**src/rtl/flip_flops_pkg.sv**
```systemverilog
// Shared constants and per-bit next-state helpers for the flip_flops bank.
package flip_flops_pkg;

  // 2-bit control encodings, used as {j,k} and as {s,r}
  localparam logic [1:0] CTRL_HOLD = 2'b00;
  localparam logic [1:0] CTRL_CLR  = 2'b01;
  localparam logic [1:0] CTRL_SET  = 2'b10;
  localparam logic [1:0] CTRL_BOTH = 2'b11;

  // State value loaded by reset
  localparam logic RST_Q = 1'b0;

  // JK: both controls high toggles the bit
  function automatic logic jk_next(input logic [1:0] ctrl, input logic q);
    logic nxt;
    nxt = q;
    case (ctrl)
      CTRL_HOLD: nxt = q;
      CTRL_CLR:  nxt = 1'b0;
      CTRL_SET:  nxt = 1'b1;
      CTRL_BOTH: nxt = ~q;
      default:   nxt = q;
    endcase
    return nxt;
  endfunction

  // SR: the forbidden both-high case holds, so the state never goes X
  function automatic logic sr_next(input logic [1:0] ctrl, input logic q);
    logic nxt;
    nxt = q;
    case (ctrl)
      CTRL_HOLD: nxt = q;
      CTRL_CLR:  nxt = 1'b0;
      CTRL_SET:  nxt = 1'b1;
      CTRL_BOTH: nxt = q;
      default:   nxt = q;
    endcase
    return nxt;
  endfunction

endpackage

```
**src/rtl/flip_flops_ff_cell.sv**
```systemverilog
// WIDTH-bit register with synchronous active-high reset to RST_Q.
// Ports: clk, rst (sync, active-high), d_i (next state), q_o (registered state).
module ff_cell
  import flip_flops_pkg::*;
#(
  parameter int unsigned WIDTH = 1
) (
  input  logic             clk,
  input  logic             rst,
  input  logic [WIDTH-1:0] d_i,
  output logic [WIDTH-1:0] q_o
);

  logic [WIDTH-1:0] q_q;

  // State register; reset wins over the next-state input
  always_ff @(posedge clk) begin
    if (rst) begin
      q_q <= {WIDTH{RST_Q}};
    end else begin
      q_q <= d_i;
    end
  end

  assign q_o = q_q;

endmodule

```
**src/rtl/flip_flops.sv**
```systemverilog
// Bank of independent JK, SR, D and T flops sharing one clock and a
// synchronous active-high reset. Each flop drives a true output and a
// complement that is derived from the stored state.
// Ports: clk, rst; j/k -> q_jk/qb_jk; s/r -> q_sr/qb_sr; d -> q_d/qb_d;
//        t -> q_t/qb_t. All data ports are WIDTH bits, one flop per bit.
module flip_flops
  import flip_flops_pkg::*;
#(
  parameter int unsigned WIDTH = 1
) (
  input  logic             clk,
  input  logic             rst,
  input  logic [WIDTH-1:0] j,
  input  logic [WIDTH-1:0] k,
  output logic [WIDTH-1:0] q_jk,
  output logic [WIDTH-1:0] qb_jk,
  input  logic [WIDTH-1:0] s,
  input  logic [WIDTH-1:0] r,
  output logic [WIDTH-1:0] q_sr,
  output logic [WIDTH-1:0] qb_sr,
  input  logic [WIDTH-1:0] d,
  output logic [WIDTH-1:0] q_d,
  output logic [WIDTH-1:0] qb_d,
  input  logic [WIDTH-1:0] t,
  output logic [WIDTH-1:0] q_t,
  output logic [WIDTH-1:0] qb_t
);

  logic [WIDTH-1:0] jk_q, jk_d;
  logic [WIDTH-1:0] sr_q, sr_d;
  logic [WIDTH-1:0] dd_q, dd_d;
  logic [WIDTH-1:0] tt_q, tt_d;

  // Per-bit next-state logic for all four flop types
  always_comb begin
    jk_d = jk_q;
    sr_d = sr_q;
    dd_d = d;
    tt_d = tt_q ^ t;
    for (int unsigned i = 0; i < WIDTH; i++) begin
      jk_d[i] = jk_next({j[i], k[i]}, jk_q[i]);
      sr_d[i] = sr_next({s[i], r[i]}, sr_q[i]);
    end
  end

  ff_cell #(.WIDTH(WIDTH)) u_jk (.clk(clk), .rst(rst), .d_i(jk_d), .q_o(jk_q));
  ff_cell #(.WIDTH(WIDTH)) u_sr (.clk(clk), .rst(rst), .d_i(sr_d), .q_o(sr_q));
  ff_cell #(.WIDTH(WIDTH)) u_d  (.clk(clk), .rst(rst), .d_i(dd_d), .q_o(dd_q));
  ff_cell #(.WIDTH(WIDTH)) u_t  (.clk(clk), .rst(rst), .d_i(tt_d), .q_o(tt_q));

  assign q_jk  = jk_q;
  assign q_sr  = sr_q;
  assign q_d   = dd_q;
  assign q_t   = tt_q;

  // Complements come straight from the stored state so each pair cannot diverge
  assign qb_jk = ~jk_q;
  assign qb_sr = ~sr_q;
  assign qb_d  = ~dd_q;
  assign qb_t  = ~tt_q;

endmodule

```
**config.mk**
```make
export PLATFORM = sky130hd
export DESIGN_NAME = flip_flops
export DESIGN_NICKNAME = d
export VERILOG_FILES = /design/src/rtl/flip_flops_pkg.sv /design/src/rtl/flip_flops_ff_cell.sv /design/src/rtl/flip_flops.sv
export SDC_FILE = /design/constraint.sdc
export NUM_CORES = 1
export LEC_CHECK = 0
export BUFFER_PORTS_ARGS = -buffer_cell sky130_fd_sc_hd__buf_2
export CAP_MARGIN = 20
export CORE_AREA = 2 2 39 41
export DETAILED_ROUTE_END_ITERATION = 7
export DIE_AREA = 0 0 41 43
export HOLD_SLACK_MARGIN = 0.1
export PLACE_DENSITY_LB_ADDON = 0.25
export SYNTH_ARGS = -nofsm -noshare
export SYNTH_HDL_FRONTEND = slang
export SYNTH_HIERARCHICAL = 1
export SYNTH_SLANG_ARGS = --single-unit
```
**constraint.sdc**
```tcl
create_clock -name clk -period 0.8 [get_ports clk]
set_input_delay 0.08 -clock clk [delete_from_list [all_inputs] [get_ports clk]]
set_output_delay 0.08 -clock clk [all_outputs]
set_load 0.02 [all_outputs]
```
* Word level (Yosys, flattened, before mapping)
Cells that the tools add are included.
Word-level totals: bits in registers 4, output and inout bits 8, logic and storage cells 20
Operators by class: equality and inequality tests 6, mux-type cells 2, bitwise logic cells 5, reductions and logical operators 3
Operators by type and width (number):
- $eq A2 B2 Y1 const B | 4
- $eq A2 B1 Y1 const B | 2
- $logic_not A2 Y1 | 2
- $not A1 Y1 | 4
- $pmux W1 S3 | 1
- $pmux W1 S2 | 1
- $reduce_or A2 Y1 | 1
- $xor A1 B1 Y1 | 1

* Longest topological paths before layout
word-level depth 2, depth in mapped cells 5, mapped depth without buffers 5

* By module
The synthesis kept the hierarchy.
Modules (own cells, without submodules):
- ff_cell | times used 4, cells each 2, area each 33.8 um2, sequential area each 20.0 um2
- flip_flops | times used 1, cells each 13, area each 76.3 um2, sequential area each 0.0 um2

* Worst setup path before layout
OpenSTA, ideal clock, no wires.
path kind register to register, start point register u_jk.q_q (netlist: u_jk/q_o), end point register u_jk.q_q (netlist: u_jk/q_o), setup time 0.061 ns, data arrival time 0.859 ns, required time 0.739 ns, setup slack -0.120 ns, stages on the path, launching flop included 4, buffers on the path 0, period minus slack after synthesis 0.920 ns, cell sequence dfxtp_1 > inv_1 > o21ai_1 > nor2b_4
Between the ends: longest elaborated chain between the ends 2
Ends and longest elaborated chain:
- start, declared | RTL line flip_flops_ff_cell.sv:14 | logic [WIDTH-1:0] q_q;
- start signal, assigned | RTL line flip_flops_ff_cell.sv:19 | q_q <= {WIDTH{RST_Q}};
- start signal, assigned | RTL line flip_flops_ff_cell.sv:21 | q_q <= d_i;
- $not A1 Y1
- named net qb_jk | RTL line flip_flops.sv:16 | output logic [WIDTH-1:0] qb_jk,
- $pmux W1 S3 | RTL line flip_flops_pkg.sv:17 | case (ctrl)
- named net jk_d | RTL line flip_flops.sv:29 | logic [WIDTH-1:0] jk_q, jk_d;
The timed path passes the listed nets, and every way through them passes these cells. A chain may end at the register's enable or synchronous reset.

* Worst setup path in the final report
start point register u_t.q_q (netlist: u_t/q_o), end point output qb_t
Between the ends: longest elaborated chain between the ends 1
Ends and longest elaborated chain:
- start, declared | RTL line flip_flops_ff_cell.sv:14
- start signal, assigned | RTL line flip_flops_ff_cell.sv:19
- start signal, assigned | RTL line flip_flops_ff_cell.sv:21
- $not A1 Y1 | RTL line flip_flops.sv:60 | assign qb_t = ~tt_q;
- end, declared | RTL line flip_flops.sv:26 | output logic [WIDTH-1:0] qb_t
Every way passes these cells.

==> key figures <==
Die
  • Core Rows: 14
  • Starting Density: 15.3%
  • Top Ports: 16
  • Core box area: 1380 um^2
  • Die ar.: 1760 um^2
  • Die Ht: 43 um
  • Die W: 41 um

Synthesis
  • Synth cell types: 9
  • Syn Area/Cell: 10.1 um^2
  • Synth Warn #: 6
  • Post-synthesis cell count: 21
  • Syn_nets: 31
  • Sequential share of the synthesized area: 37.9%
  • Seq cells post-synth: 4
  • Netlist Area Pre-Place: 211 um^2

Timing
  • Hold Vio Cnt, Final: 0
  • Fmax: 1230 MHz
  • Slew Limit Headroom: 86.6%
  • Fin. max-slew vios: 0
  • Fin crit period: 0.813 ns
  • Crit share post-route: 102%
  • Worst hold slack: 0.137 ns
  • Final setup fails: 3
  • Actual slew at the worst max-slew pin: 0.201 ns
  • Final WS setup: -0.0127 ns
  • Unrepaired setup endpoints after global routing: true
  • Setup Skew: 0 ns
  • Setup TNS: -0.0251 ns

Layout
  • Area Growth Syn to Fin: 81.1%
  • Share of cells above drive strength 1: 75.0%
  • Most common cell after layout, fill and taps aside: buf_2
  • Diodes inserted: 0
  • Most frequent cells in the layout: 7 x buf_2, 5 x buf_6, 4 x inv_2, 4 x nor2b_4, 4 x dfxtp_2
  • Nets: 52

Drt
  • Via Count: 188
  • DRT iter0 DRCs: 3
  • Drt wl/cell: 7.18 um
  • Max Used Layer: met3
  • TritonRoute pass-1 iters: 3
  • Met3 WL: 79 um
  • WL final: 402 um
  • WL met2: 145 um
  • Post-route ant nets: 0
  • DRC: 0
  • Routed met1 length: 177 um
  • Vias/cell: 3.36

Clocking
  • Worst-path clk slew: 0.04 ns
  • H-tree depth: 1
  • Latest clock arrival within the worst-skew pair: 0.23 ns
  • Clk root buf: clkbuf_4
  • Maximum clock path buffer count: 2
  • Sink Count: 4
  • CTS buffer count: 3
  • Post-CTS setup buffer count: 0
  • CTS tree: done

Global route
  • Initial antenna violation count: 0
  • Maximum number of pins on one net before global-route repair: 5
  • GRT Residual Overflow: 0
  • First-pass GRT wire length: 669 um
  • Total GRT Usage: 6.53%
  • Number of global-route vias before repair: 184

Power
  • Worst IR Drop VDD: 970 uV
  • P_leak: 0.000199 uW
  • Power Density: 1700 nW/um^2

Setup path
  • CP endpoint kind: primary output
  • CP Launch Type: flop
  • WP data arrival: 0.73 ns
  • Worst path required time: 0.72 ns
  • Crit path max fanout: 3
  • CP Class: flop to primary output

Place
  • DP HPWL: 293 um
  • # port buffers: 15
  • Dpl ws: -0.0968 ns
  • Final Wtd Congestion: 0.556

Job
  • Max_cap viols: 0

Hold path
  • Hold Crit Class: input pin to flop

Outcome
  • Run status: finished, violations left
  • Failing checks: negative setup slack
==> path summary, 6_finish.rpt <==
kind | start | slack, ns | end | depth (start not counted)
min reg2reg | u_t/q_o | 0.57 | u_t/q_o | 2
max | u_t/q_o | -0.01 | qb_t | 2
max reg2reg | u_jk/q_o | 0.07 | u_jk/q_o | 3
min | k | 0.14 | u_jk/q_o | 3
==> flip-flops by register name, summed over array words and instances, names as in the netlist <==
register	cells
u_sr/q_o	1
u_t/q_o	1
u_jk/q_o	1
u_d/q_o	1
==> final cells by class <==
| cell class | count | area [um^2] |
|---|---|---|
| Sequential cell | 4 | 85.1 |
| Clock buffer | 3 | 22.5 |
| Inverter | 6 | 22.5 |
| Fill cell | 141 | 1000 |
| Timing Repair Buffer | 16 | 124 |
| Multi-Input combinational cell | 11 | 109 |
| Tap cell | 16 | 20.0 |
==> layer usage <==
metal / GRT usage, % / vias to the layer above
met5: 0 / -
met3: 8.38 / 0
met2: 7.81 / 18
li1: - / 99
met4: 4.00 / 0
met1: 5.79 / 71
==> per-stage QoR <==
step	cells	total power, uW	util, %	instance area (um^2)
final	56	651	27.7	383
after global routing	56	712	27.7	383
after CTS	56	665	27.2	377
after detailed placement	52	370	22.2	308
after global placement	52	370	22.2	308
after floorplan	21	314	-	213
==> cell usage after synthesis <==
cell      instances  share of area (%)
inv_1             6                 11
dfxtp_1           4                 38
a21oi_1           1                2.4
xor2_1            1                4.1
nor2_1            1                1.8
o21ai_1           1                2.4
nor2b_4           4                 26
nand2b_1          1                3.0
ha_1              2                 12
==> repair_timing <==
| item | CTS | global route |
|---|---|---|
| pin swaps | 0 | 0 |
| hold buffers | 1 | 0 |
| gates resized for setup | 16 | 3 |
| gates cloned | 0 | 0 |
| endpoints found under the hold margin | 1 | 0 |
| setup endpoints to repair | 7 | 8 |
==> critical path: stages, from the launching register on <==
cell	delay (ns)
dfxtp_2	0.34
inv_2	0.04
buf_6	0.12
==> where the power goes <==
| group | total (uW) | internal (uW) | switching, uW |
|---|---|---|---|
| registers | 232 | 218 | 13.4 |
| logic | 174 | 95.8 | 78.1 |
| clock network | 246 | 168 | 78.1 |
==> kinds of logic after synthesis <==
logic type | Yosys count | synth area share (%)
AO/OA/AOI/OAI | 2 | 4.73
XOR/XNOR | 1 | 4.14
adder cells (fa/ha/maj) | 2 | 11.8
AND/OR/NAND/NOR | 6 | 30.8
buffers and inverters | 6 | 10.7
flip-flops | 4 | 37.9
(Power assumes the default switching activity.)
